**src/rtl/vid_timing_pkg.sv**
```systemverilog
// Shared definitions for the video timing generator: region state encoding,
// 640x480 default timing constants, colour-bar levels and small helpers.
package vid_timing_pkg;

   typedef enum logic [1:0] {
      ACTIVE = 2'd0,
      FP     = 2'd1,
      SYNC   = 2'd2,
      BP     = 2'd3
   } regionState_t;

   localparam int cDEF_HACTIVE = 640;
   localparam int cDEF_HFP     = 16;
   localparam int cDEF_HSYNC   = 96;
   localparam int cDEF_HBP     = 48;
   localparam int cDEF_VACTIVE = 480;
   localparam int cDEF_VFP     = 10;
   localparam int cDEF_VSYNC   = 2;
   localparam int cDEF_VBP     = 33;

   localparam logic [23:0] cBAR_WHITE   = 24'hFFFFFF;
   localparam logic [23:0] cBAR_YELLOW  = 24'hFFFF00;
   localparam logic [23:0] cBAR_CYAN    = 24'h00FFFF;
   localparam logic [23:0] cBAR_GREEN   = 24'h00FF00;
   localparam logic [23:0] cBAR_MAGENTA = 24'hFF00FF;
   localparam logic [23:0] cBAR_RED     = 24'hFF0000;
   localparam logic [23:0] cBAR_BLUE    = 24'h0000FF;
   localparam logic [23:0] cBAR_BLACK   = 24'h000000;

   // Largest of four region lengths, used to size a region counter.
   function automatic int maxOf4(input int a, input int b, input int c, input int d);
      int m;
      m = a;
      if (b > m) m = b;
      if (c > m) m = c;
      if (d > m) m = d;
      return m;
   endfunction

   // Counter width for a given longest region; never narrower than one bit.
   function automatic int cntWidth(input int maxLen);
      int w;
      w = $clog2(maxLen);
      if (w < 1) w = 1;
      return w;
   endfunction

   // Colour of bar number idx, left (white) to right (black).
   function automatic logic [23:0] barColor(input logic [2:0] idx);
      logic [23:0] c;
      case (idx)
         3'd0:    c = cBAR_WHITE;
         3'd1:    c = cBAR_YELLOW;
         3'd2:    c = cBAR_CYAN;
         3'd3:    c = cBAR_GREEN;
         3'd4:    c = cBAR_MAGENTA;
         3'd5:    c = cBAR_RED;
         3'd6:    c = cBAR_BLUE;
         default: c = cBAR_BLACK;
      endcase
      return c;
   endfunction

endpackage

```
**src/rtl/vid_timing_cnt.sv**
```systemverilog
// One region state machine (ACTIVE -> FP -> SYNC -> BP -> ACTIVE) with its
// in-region counter. Advances only on iSTEP; oWRAP flags the BP -> ACTIVE step.
module vid_timing_cnt
   import vid_timing_pkg::*;
#(
   parameter int pCNTW = 2
) (
   input  logic               iCLK,
   input  logic               iRESET,
   input  logic               iSTEP,
   input  logic [pCNTW:0]     iLEN_ACTIVE,
   input  logic [pCNTW:0]     iLEN_FP,
   input  logic [pCNTW:0]     iLEN_SYNC,
   input  logic [pCNTW:0]     iLEN_BP,
   output regionState_t       oSTATE,
   output logic [pCNTW-1:0]   oCOUNT,
   output logic               oWRAP
);

   regionState_t       stateR;
   regionState_t       nextStateS;
   logic [pCNTW-1:0]   countR;
   logic [pCNTW:0]     curLenS;
   logic               lastS;

   // Length and successor of the current region; detect its final count.
   always_comb begin
      curLenS    = iLEN_ACTIVE;
      nextStateS = FP;
      case (stateR)
         ACTIVE: begin curLenS = iLEN_ACTIVE; nextStateS = FP;     end
         FP:     begin curLenS = iLEN_FP;     nextStateS = SYNC;   end
         SYNC:   begin curLenS = iLEN_SYNC;   nextStateS = BP;     end
         BP:     begin curLenS = iLEN_BP;     nextStateS = ACTIVE; end
         default: begin curLenS = iLEN_ACTIVE; nextStateS = ACTIVE; end
      endcase
      lastS = ({1'b0, countR} == (curLenS - (pCNTW+1)'(1)));
   end

   // Region state and counter; counter restarts at zero on every region entry.
   always_ff @(posedge iCLK) begin
      if (iRESET) begin
         stateR <= ACTIVE;
         countR <= '0;
      end else if (iSTEP) begin
         if (lastS) begin
            stateR <= nextStateS;
            countR <= '0;
         end else begin
            countR <= countR + pCNTW'(1);
         end
      end else begin
         stateR <= stateR;
         countR <= countR;
      end
   end

   assign oSTATE = stateR;
   assign oCOUNT = countR;
   assign oWRAP  = iSTEP && lastS && (stateR == BP);

endmodule

```
**src/rtl/vid_timing_gen.sv**
```systemverilog
// Video timing generator: horizontal/vertical region FSMs, pixel stream
// acceptance, registered sync/blank/RGB outputs, sticky underflow flag.
// Optional build macro VTG_TEST_PATTERN_EN adds iPATTERN and colour bars.
module vid_timing_gen
   import vid_timing_pkg::*;
#(
   parameter int   pHACTIVE = cDEF_HACTIVE,
   parameter int   pHFP     = cDEF_HFP,
   parameter int   pHSYNC   = cDEF_HSYNC,
   parameter int   pHBP     = cDEF_HBP,
   parameter int   pVACTIVE = cDEF_VACTIVE,
   parameter int   pVFP     = cDEF_VFP,
   parameter int   pVSYNC   = cDEF_VSYNC,
   parameter int   pVBP     = cDEF_VBP,
   parameter logic pHS_POL  = 1'b0,
   parameter logic pVS_POL  = 1'b0
) (
   input  logic        iCLK,
   input  logic        iRESET,
`ifdef VTG_TEST_PATTERN_EN
   input  logic        iPATTERN,
`endif
   input  logic [23:0] iPIX_DATA,
   input  logic        iPIX_VALID,
   output logic        oPIX_READY,
   input  logic        iUNDERFLOW_CLR,
   output logic [1:0]  oCTL,
   output logic        oBLANK,
   output logic [7:0]  oRED,
   output logic [7:0]  oGREEN,
   output logic [7:0]  oBLUE,
   output logic        oSOF,
   output logic        oUNDERFLOW
);

   localparam int cHCW = cntWidth(maxOf4(pHACTIVE, pHFP, pHSYNC, pHBP));
   localparam int cVCW = cntWidth(maxOf4(pVACTIVE, pVFP, pVSYNC, pVBP));

   localparam logic [cHCW:0] cHLEN_ACTIVE = (cHCW+1)'(pHACTIVE);
   localparam logic [cHCW:0] cHLEN_FP     = (cHCW+1)'(pHFP);
   localparam logic [cHCW:0] cHLEN_SYNC   = (cHCW+1)'(pHSYNC);
   localparam logic [cHCW:0] cHLEN_BP     = (cHCW+1)'(pHBP);
   localparam logic [cVCW:0] cVLEN_ACTIVE = (cVCW+1)'(pVACTIVE);
   localparam logic [cVCW:0] cVLEN_FP     = (cVCW+1)'(pVFP);
   localparam logic [cVCW:0] cVLEN_SYNC   = (cVCW+1)'(pVSYNC);
   localparam logic [cVCW:0] cVLEN_BP     = (cVCW+1)'(pVBP);

   regionState_t      hStateS;
   regionState_t      vStateS;
   logic [cHCW-1:0]   hCountS;
   logic [cVCW-1:0]   vCountS;
   logic              hWrapS;
   logic              unusedVWrapS;
   logic              activeS;
   logic              readyS;
   logic [23:0]       rgbR;

   vid_timing_cnt #(.pCNTW(cHCW)) uHTimer (
      .iCLK        (iCLK),
      .iRESET      (iRESET),
      .iSTEP       (1'b1),
      .iLEN_ACTIVE (cHLEN_ACTIVE),
      .iLEN_FP     (cHLEN_FP),
      .iLEN_SYNC   (cHLEN_SYNC),
      .iLEN_BP     (cHLEN_BP),
      .oSTATE      (hStateS),
      .oCOUNT      (hCountS),
      .oWRAP       (hWrapS)
   );

   // Lines advance only at the end of each horizontal line.
   vid_timing_cnt #(.pCNTW(cVCW)) uVTimer (
      .iCLK        (iCLK),
      .iRESET      (iRESET),
      .iSTEP       (hWrapS),
      .iLEN_ACTIVE (cVLEN_ACTIVE),
      .iLEN_FP     (cVLEN_FP),
      .iLEN_SYNC   (cVLEN_SYNC),
      .iLEN_BP     (cVLEN_BP),
      .oSTATE      (vStateS),
      .oCOUNT      (vCountS),
      .oWRAP       (unusedVWrapS)
   );

   assign activeS = (hStateS == ACTIVE) && (vStateS == ACTIVE);

`ifdef VTG_TEST_PATTERN_EN
   localparam int cBAR_W = pHACTIVE / 8;
   logic [cHCW-1:0] barQuotS;
   assign barQuotS = hCountS / cHCW'(cBAR_W);
   assign readyS   = activeS && !iRESET && !iPATTERN;
`else
   assign readyS   = activeS && !iRESET;
`endif

   assign oPIX_READY = readyS;

   // Registered video outputs, one cycle behind the FSM position they describe.
   always_ff @(posedge iCLK) begin
      if (iRESET) begin
         oBLANK     <= 1'b1;
         oCTL       <= {~pVS_POL, ~pHS_POL};
         rgbR       <= 24'h000000;
         oSOF       <= 1'b0;
         oUNDERFLOW <= 1'b0;
      end else begin
         oBLANK  <= ~activeS;
         oCTL[0] <= (hStateS == SYNC) ? pHS_POL : ~pHS_POL;
         oCTL[1] <= (vStateS == SYNC) ? pVS_POL : ~pVS_POL;
         oSOF    <= activeS && (hCountS == '0) && (vCountS == '0);
`ifdef VTG_TEST_PATTERN_EN
         if (iPATTERN) begin
            rgbR       <= activeS ? barColor(barQuotS[2:0]) : 24'h000000;
            oUNDERFLOW <= oUNDERFLOW & ~iUNDERFLOW_CLR;
         end else begin
            rgbR       <= (readyS && iPIX_VALID) ? iPIX_DATA : 24'h000000;
            oUNDERFLOW <= (readyS & ~iPIX_VALID) | (oUNDERFLOW & ~iUNDERFLOW_CLR);
         end
`else
         // A missing pixel goes out black; set wins over a same-cycle clear.
         rgbR       <= (readyS && iPIX_VALID) ? iPIX_DATA : 24'h000000;
         oUNDERFLOW <= (readyS & ~iPIX_VALID) | (oUNDERFLOW & ~iUNDERFLOW_CLR);
`endif
      end
   end

   assign oRED   = rgbR[23:16];
   assign oGREEN = rgbR[15:8];
   assign oBLUE  = rgbR[7:0];

endmodule
```
**config.mk**
```make
export PLATFORM = sky130hd
export DESIGN_NAME = vid_timing_gen
export DESIGN_NICKNAME = d
export VERILOG_FILES = /design/src/rtl/vid_timing_pkg.sv /design/src/rtl/vid_timing_cnt.sv /design/src/rtl/vid_timing_gen.sv
export SDC_FILE = /design/constraint.sdc
export NUM_CORES = 1
export LEC_CHECK = 0
export CAP_MARGIN = 0
export CORE_MARGIN = 1
export CORE_UTILIZATION = 41
export CTS_BUF_LIST = sky130_fd_sc_hd__clkbuf_8
export CTS_CLUSTER_DIAMETER = 80
export CTS_CLUSTER_SIZE = 30
export DETAILED_ROUTE_END_ITERATION = 16
export MAX_ROUTING_LAYER = met4
export SLEW_MARGIN = 20
export SYNTH_ARGS = -nofsm -noshare
export SYNTH_HDL_FRONTEND = slang
export SYNTH_HIERARCHICAL = 1
export SYNTH_SLANG_ARGS = --single-unit
```
**constraint.sdc**
```tcl
create_clock -name iCLK -period 7.3 [get_ports iCLK]
set_clock_uncertainty 0.15 [all_clocks]
set_input_delay 1.095 -clock iCLK [delete_from_list [all_inputs] [get_ports iCLK]]
set_output_delay 1.095 -clock iCLK [all_outputs]
set_load 0.02 [all_outputs]
```
Word-level counts from Yosys, hierarchy flattened
Cells that the tools add are included.
W data, S select, Z words.

cells by class
  add/sub/neg operators = 4
  equal/unequal tests = 8
  multiplexer cells = 7
  bitwise operators = 7
  reductions and logical operators = 14

operators by type and width
  operator                 number
  $pmux W11 S4             1
  $pmux W10 S4             1
  $pmux W2 S4              2
  $eq A10 B11 Y1           1
  $sub A11 B1 Y11 const B  1
  $add A10 B1 Y10 const B  1
  $eq A9 B10 Y1            1
  $logic_not A10 Y1        1
  $sub A10 B1 Y10 const B  1
  $add A9 B1 Y9 const B    1
  $logic_not A9 Y1         1
  $mux W9                  1
  $eq A2 B2 Y1 const B     4
  $logic_and A1 B1 Y1      6
  $eq A2 B1 Y1 const B     2
  $logic_not A2 Y1         2
  $not A1 Y1               4
  $reduce_or A2 Y1         2
  $and A1 B1 Y1            2
  $mux W1                  2
  $reduce_and A2 Y1        1
  $logic_not A1 Y1         1
  $or A1 B1 Y1             1

word-level totals
  register bits after elaboration = 52
  output and inout port bits = 30
  word-level logic and storage cells = 49

Longest topological paths before layout
  depth in word-level cells = 6
  depth in mapped cells = 21
  depth with buffers taken out = 19

Hierarchy
The synthesis kept the hierarchy.

modules (own cells, without submodules)
  module                     times used  cells each  area an instance (um^2)  sequential area each (um^2)
  vid_timing_cnt at uHTimer  1           164         1283.7                   240.2
  vid_timing_cnt at uVTimer  1           137         1177.4                   220.2
  vid_timing_gen             1           75          879.6                    580.6

Worst setup path after synthesis
OpenSTA, ideal clock, no wires.

  path kind = register to register
  from = register uHTimer.stateR[0], in the netlist uHTimer/oSTATE[0]
  to = register uVTimer.stateR[0], in the netlist uVTimer/oSTATE[0]
  setup time = 72 ps
  arrival time = 4181 ps
  required time = 7078 ps
  setup slack = 2897 ps
  stages on the path, launching flop included = 20
  buffers on the path = 2
  clock period less this slack = 4403 ps
  cells stage by stage = dfxtp_1 > inv_1 > ha_1 > clkbuf_1 > a21oi_1 > a32oi_1 > inv_1 > ha_1 > and3b_1 > a41oi_1 > nor4_1 > xnor2_1 > nand4b_1 > or3_1 > nor4_1 > and2_1 > clkbuf_1 > o211ai_1 > nor4b_4 > mux2i_1

between the ends
  longest elaborated chain between the ends = 6
  elaborated cells on any way between the ends = 9
  those cells by class = 1 x add/sub; 4 x eq/ne; 1 x mux; 3 x reduce/logical

ends and longest elaborated chain
  element                                 RTL line                                    text
  start, declared                         vid_timing_cnt.sv:20                        regionState_t stateR;
  start signal, assigned                  vid_timing_cnt.sv:47                        stateR <= nextStateS;
  start signal, assigned                  vid_timing_cnt.sv:53                        stateR <= stateR;
  $eq A2 B2 Y1 (tied with other cells)    vid_timing_cnt.sv:30, vid_timing_cnt.sv:60
  $pmux W11 S4                            vid_timing_cnt.sv:30                        case (stateR)
  $sub A11 B1 Y11                         vid_timing_cnt.sv:37                        lastS = ({1'b0, countR} == (curLenS - (pCNTW+1)'(1)));
  $eq A10 B11 Y1                          vid_timing_cnt.sv:37
  $logic_and A1 B1 Y1 (*)                 vid_timing_cnt.sv:60                        assign oWRAP = iSTEP && lastS && (stateR == BP);
  via hWrapS                              vid_timing_gen.sv:52                        logic hWrapS;
  $reduce_and A2 Y1 (no source line) (*)  n/a
  end signal, assigned                    vid_timing_cnt.sv:47
  end signal, assigned                    vid_timing_cnt.sv:53
  end, declared                           vid_timing_cnt.sv:20

The timed path passes the listed nets; every way through them passes the cells marked *. The select of a mux whose other input is x is not followed.
A chain may end at the register's enable or synchronous reset.

Worst setup path in the final report
  from = register uHTimer.stateR[0], in the netlist uHTimer/oSTATE[0]
  to = register uVTimer.stateR[1], in the netlist uVTimer/oSTATE[1]

Same word-level chain as after synthesis.

==> metrics.csv <==
stage,metric,value,unit
floorplan,io_pins,58,
setup_path,crit_path_frequent_cell,inv_1,
setup_path,criticalPathCategory,reg -> reg,
global_routing,antenna_found_initial,0,
setup_path,reg2reg_from,uHTimer/oSTATE[0]$_SDFFE_PP0P_,
floorplan,coreArea,7770,um2
route,wl,7930,um
place,dp_hpwl,6210,um
setup_path,crit_path_end_kind,register,
timing,rsz0062_at_grt,no,
power_and_ir_drop,swShare,26.5,%
route,route.detailed.drc,0,
power_and_ir_drop,clkPwrFrac,28.2,%
clock_network,cts_buffer_depth,2,
global_routing,track_usage,19.9,%
layout,nNetsFinal,553,
outcome,status,finished clean,
power_and_ir_drop,peakVddDrop,0.0990,mV
place,place_inst,608,
clock_network,clk_latency,0.30,ns
setup_path,rr_endpoint,uVTimer/oSTATE[1]$_SDFFE_PP0P_,
setup_path,cp_slowest_cell,nor4b_4,
global_routing,grt_start_max_net_pins,25,
flow_run,cap_violations,0,
power_and_ir_drop,powerDensity,127,nW/um2
clock_network,ctsHtreeMaxLevel,2,
worst_hold_path,hp-start,oUNDERFLOW$_SDFF_PP0_,
timing,max_slew.worst_pin.slew,0.652,ns
clock_network,cts_tree,done,
setup_path,crit_fanout,15,
route,ant_nets,0,
layout,diodes,0,
global_routing,overflow,0,
logic_synthesis,netlist_area,3320,um2
clock_network,path_clk_slew,0.09,ns
clock_network,cts_hold_buf,0,
layout,finalNonFillerCells,615,
timing,slew_headroom,56.3,%
clock_network,cts.repair.resized,0,
worst_hold_path,holdPathStages,2,
logic_synthesis,yosys_warnings,6,
global_routing,grt_pass1_vias,2880,
floorplan,die_w,92.0,um
clock_network,cts_sinks,52,
place,gp_congestion,0.862,
power_and_ir_drop,switchingPower,145,uW
power_and_ir_drop,leakage,1.76,nW
setup_path,ff2ff_path_depth,17,
route,drt-initial-drc-count,129,
layout,final_util,55.6,%
timing,slew_violations,0,
setup_path,crit_required,7.38,ns
route,vias_per_cell,4.89,
route,avgRoutedWirePerCell,12.9,um
global_routing,grt_pass1_wl,13500,um
timing,setup_violations,0,
power_and_ir_drop,seqPwrFrac,54.0,%
place,numPortBuffers,57,
layout,syn2layout_area_growth,29.9,%
floorplan,initial_core_util,42.8,%
timing,maxClockFrequency,0.195,GHz
floorplan,rows,32,
worst_hold_path,hp-class,reg -> reg,
route,vias,3010,
setup_path,cp-start-kind,register,
layout,drive_gt1_share,8.38,%
timing,setup_tns,0,ns
route,drt_first_pass_iters,4,
power_and_ir_drop,p_int,404,uW
clock_network,cts_made_buffers,5,
timing,fin_crit,5.13,ns
timing,hold_viol_final,0,
floorplan,fp.dieH,92.0,um
setup_path,crit_arrival,5.21,ns
setup_path,rrSetupSlack,2.17,ns
logic_synthesis,synthCells,374,
setup_path,slowest_delay,0.63,ns
worst_hold_path,holdPathEnd,oUNDERFLOW$_SDFF_PP0_,
timing,post-route-period-util,70.3,%
logic_synthesis,syn_area_per_cell,8.89,um2
clock_network,postCtsSetupRepairBufs,0,
floorplan,dieArea,8470,um2
power_and_ir_drop,p_comb_share,17.8,%
clock_network,cts_root_buf,clkbuf_8,
setup_path,worstPathCellList,inv_1 -> ha_1 -> inv_1 -> a2bb2oi_1 -> inv_1 -> ha_1 -> and3b_1 -> a41oi_1 -> o31ai_1 -> a311oi_1 -> a31o_1 -> o31ai_1 -> nor4_1 -> and2_1 -> o211ai_1 -> nor4b_4 -> mux2i_1,
==> how the worst max path moves through the flow <==
stage / start / end / slack, ns / cells after the start
after detailed placement: uHTimer/oSTATE[0]$_SDFFE_PP0P_ / uVTimer/oSTATE[0]$_SDFFE_PP0P_ / 2.27 / 17
final: uHTimer/oSTATE[0]$_SDFFE_PP0P_ / uVTimer/oSTATE[1]$_SDFFE_PP0P_ / 2.17 / 17
after CTS: uHTimer/oSTATE[0]$_SDFFE_PP0P_ / uVTimer/oSTATE[0]$_SDFFE_PP0P_ / 2.24 / 17
after floorplan: uHTimer/oSTATE[0]$_SDFFE_PP0P_ / uVTimer/oSTATE[0]$_SDFFE_PP0P_ / 2.93 / 19
after global routing: uHTimer/oSTATE[0]$_SDFFE_PP0P_ / uVTimer/oSTATE[0]$_SDFFE_PP0P_ / 1.76 / 17
after global placement: uHTimer/oSTATE[0]$_SDFFE_PP0P_ / uVTimer/oSTATE[1]$_SDFFE_PP0P_ / 2.41 / 17
==> registers in the layout, summed over array words and instances, names as in the netlist <==
| name | count |
|---|---|
| uHTimer/oSTATE | 2 |
| uVTimer/oSTATE | 2 |
| rgbR | 24 |
| oUNDERFLOW | 1 |
| oSOF | 1 |
| oBLANK | 1 |
| oCTL | 2 |
| uHTimer/oCOUNT | 10 |
| uVTimer/oCOUNT | 9 |
==> stage by stage <==
step | total power [mW] | setup WS, ns | instance area (um2) | hold slack (ns)
after global routing | 0.579 | 1.76 | 4320 | 0.358
after global placement | 0.399 | 2.41 | 4240 | 0.311
final | 0.549 | 2.17 | 4320 | 0.329
after CTS | 0.555 | 2.24 | 4320 | 0.335
after detailed placement | 0.400 | 2.27 | 4240 | 0.322
after floorplan | 0.362 | 2.93 | 3670 | 0.264
==> placed cells by master, fill, tap and decap left out, types with 9 or more instances in the layout <==
cell,n
nor2b_1,10
xor2_1,21
nand2_1,19
nor2_2,10
nand4_1,11
dfxtp_1,52
inv_1,13
nor3_1,14
a21oi_1,30
a222oi_1,10
a22oi_1,10
ha_1,12
conb_1,93
clkdlybuf4s50_1,57
and2_2,13
and2_1,13
xnor2_1,13
nor4_1,9
==> metal layers <==
metal | up-vias | part of all wire [%] | track usage [%] | routed length (um)
met2 | 32 | 52 | 36.1 | 4090
met4 | 0 | 0.72 | 2.73 | 57
met5 | - | 0 | - | 0
met1 | 1393 | 46 | 23.6 | 3610
li1 | 1579 | - | - | -
met3 | 6 | 2.2 | 2.99 | 174
==> power groups by stage <==
| stage | clock, mW | sequential, mW | combinational (mW) |
|---|---|---|---|
| finish | 0.155 | 0.296 | 0.0975 |
| detailed placement | 0 | 0.303 | 0.0968 |
| global placement | 0 | 0.303 | 0.0958 |
| global route | 0.172 | 0.298 | 0.109 |
| floorplan | 0 | 0.309 | 0.0529 |
| CTS | 0.162 | 0.297 | 0.0973 |
==> final cells by class <==
| class | count | area (um2) |
|---|---|---|
| clock buffers | 5 | 68.8 |
| repair buffers | 58 | 578 |
| flip-flops and latches | 52 | 1040 |
| inverters | 14 | 52.6 |
| well taps | 102 | 128 |
| clock inverters | 2 | 12.5 |
| multi-input cells | 382 | 2440 |
| fillers | 769 | 3450 |
==> critical path: cells and delay by family (launching register included) <==
kind	cells	cell delay, ns
AOI/OAI and AO/OA	7	1.64
and+or+nand+nor	4	1.46
adders and majority gates	2	0.58
buffers and inverters	3	0.52
muxes	1	0.24
DFF	1	0.45
Power figures use the tool's default switching activity.
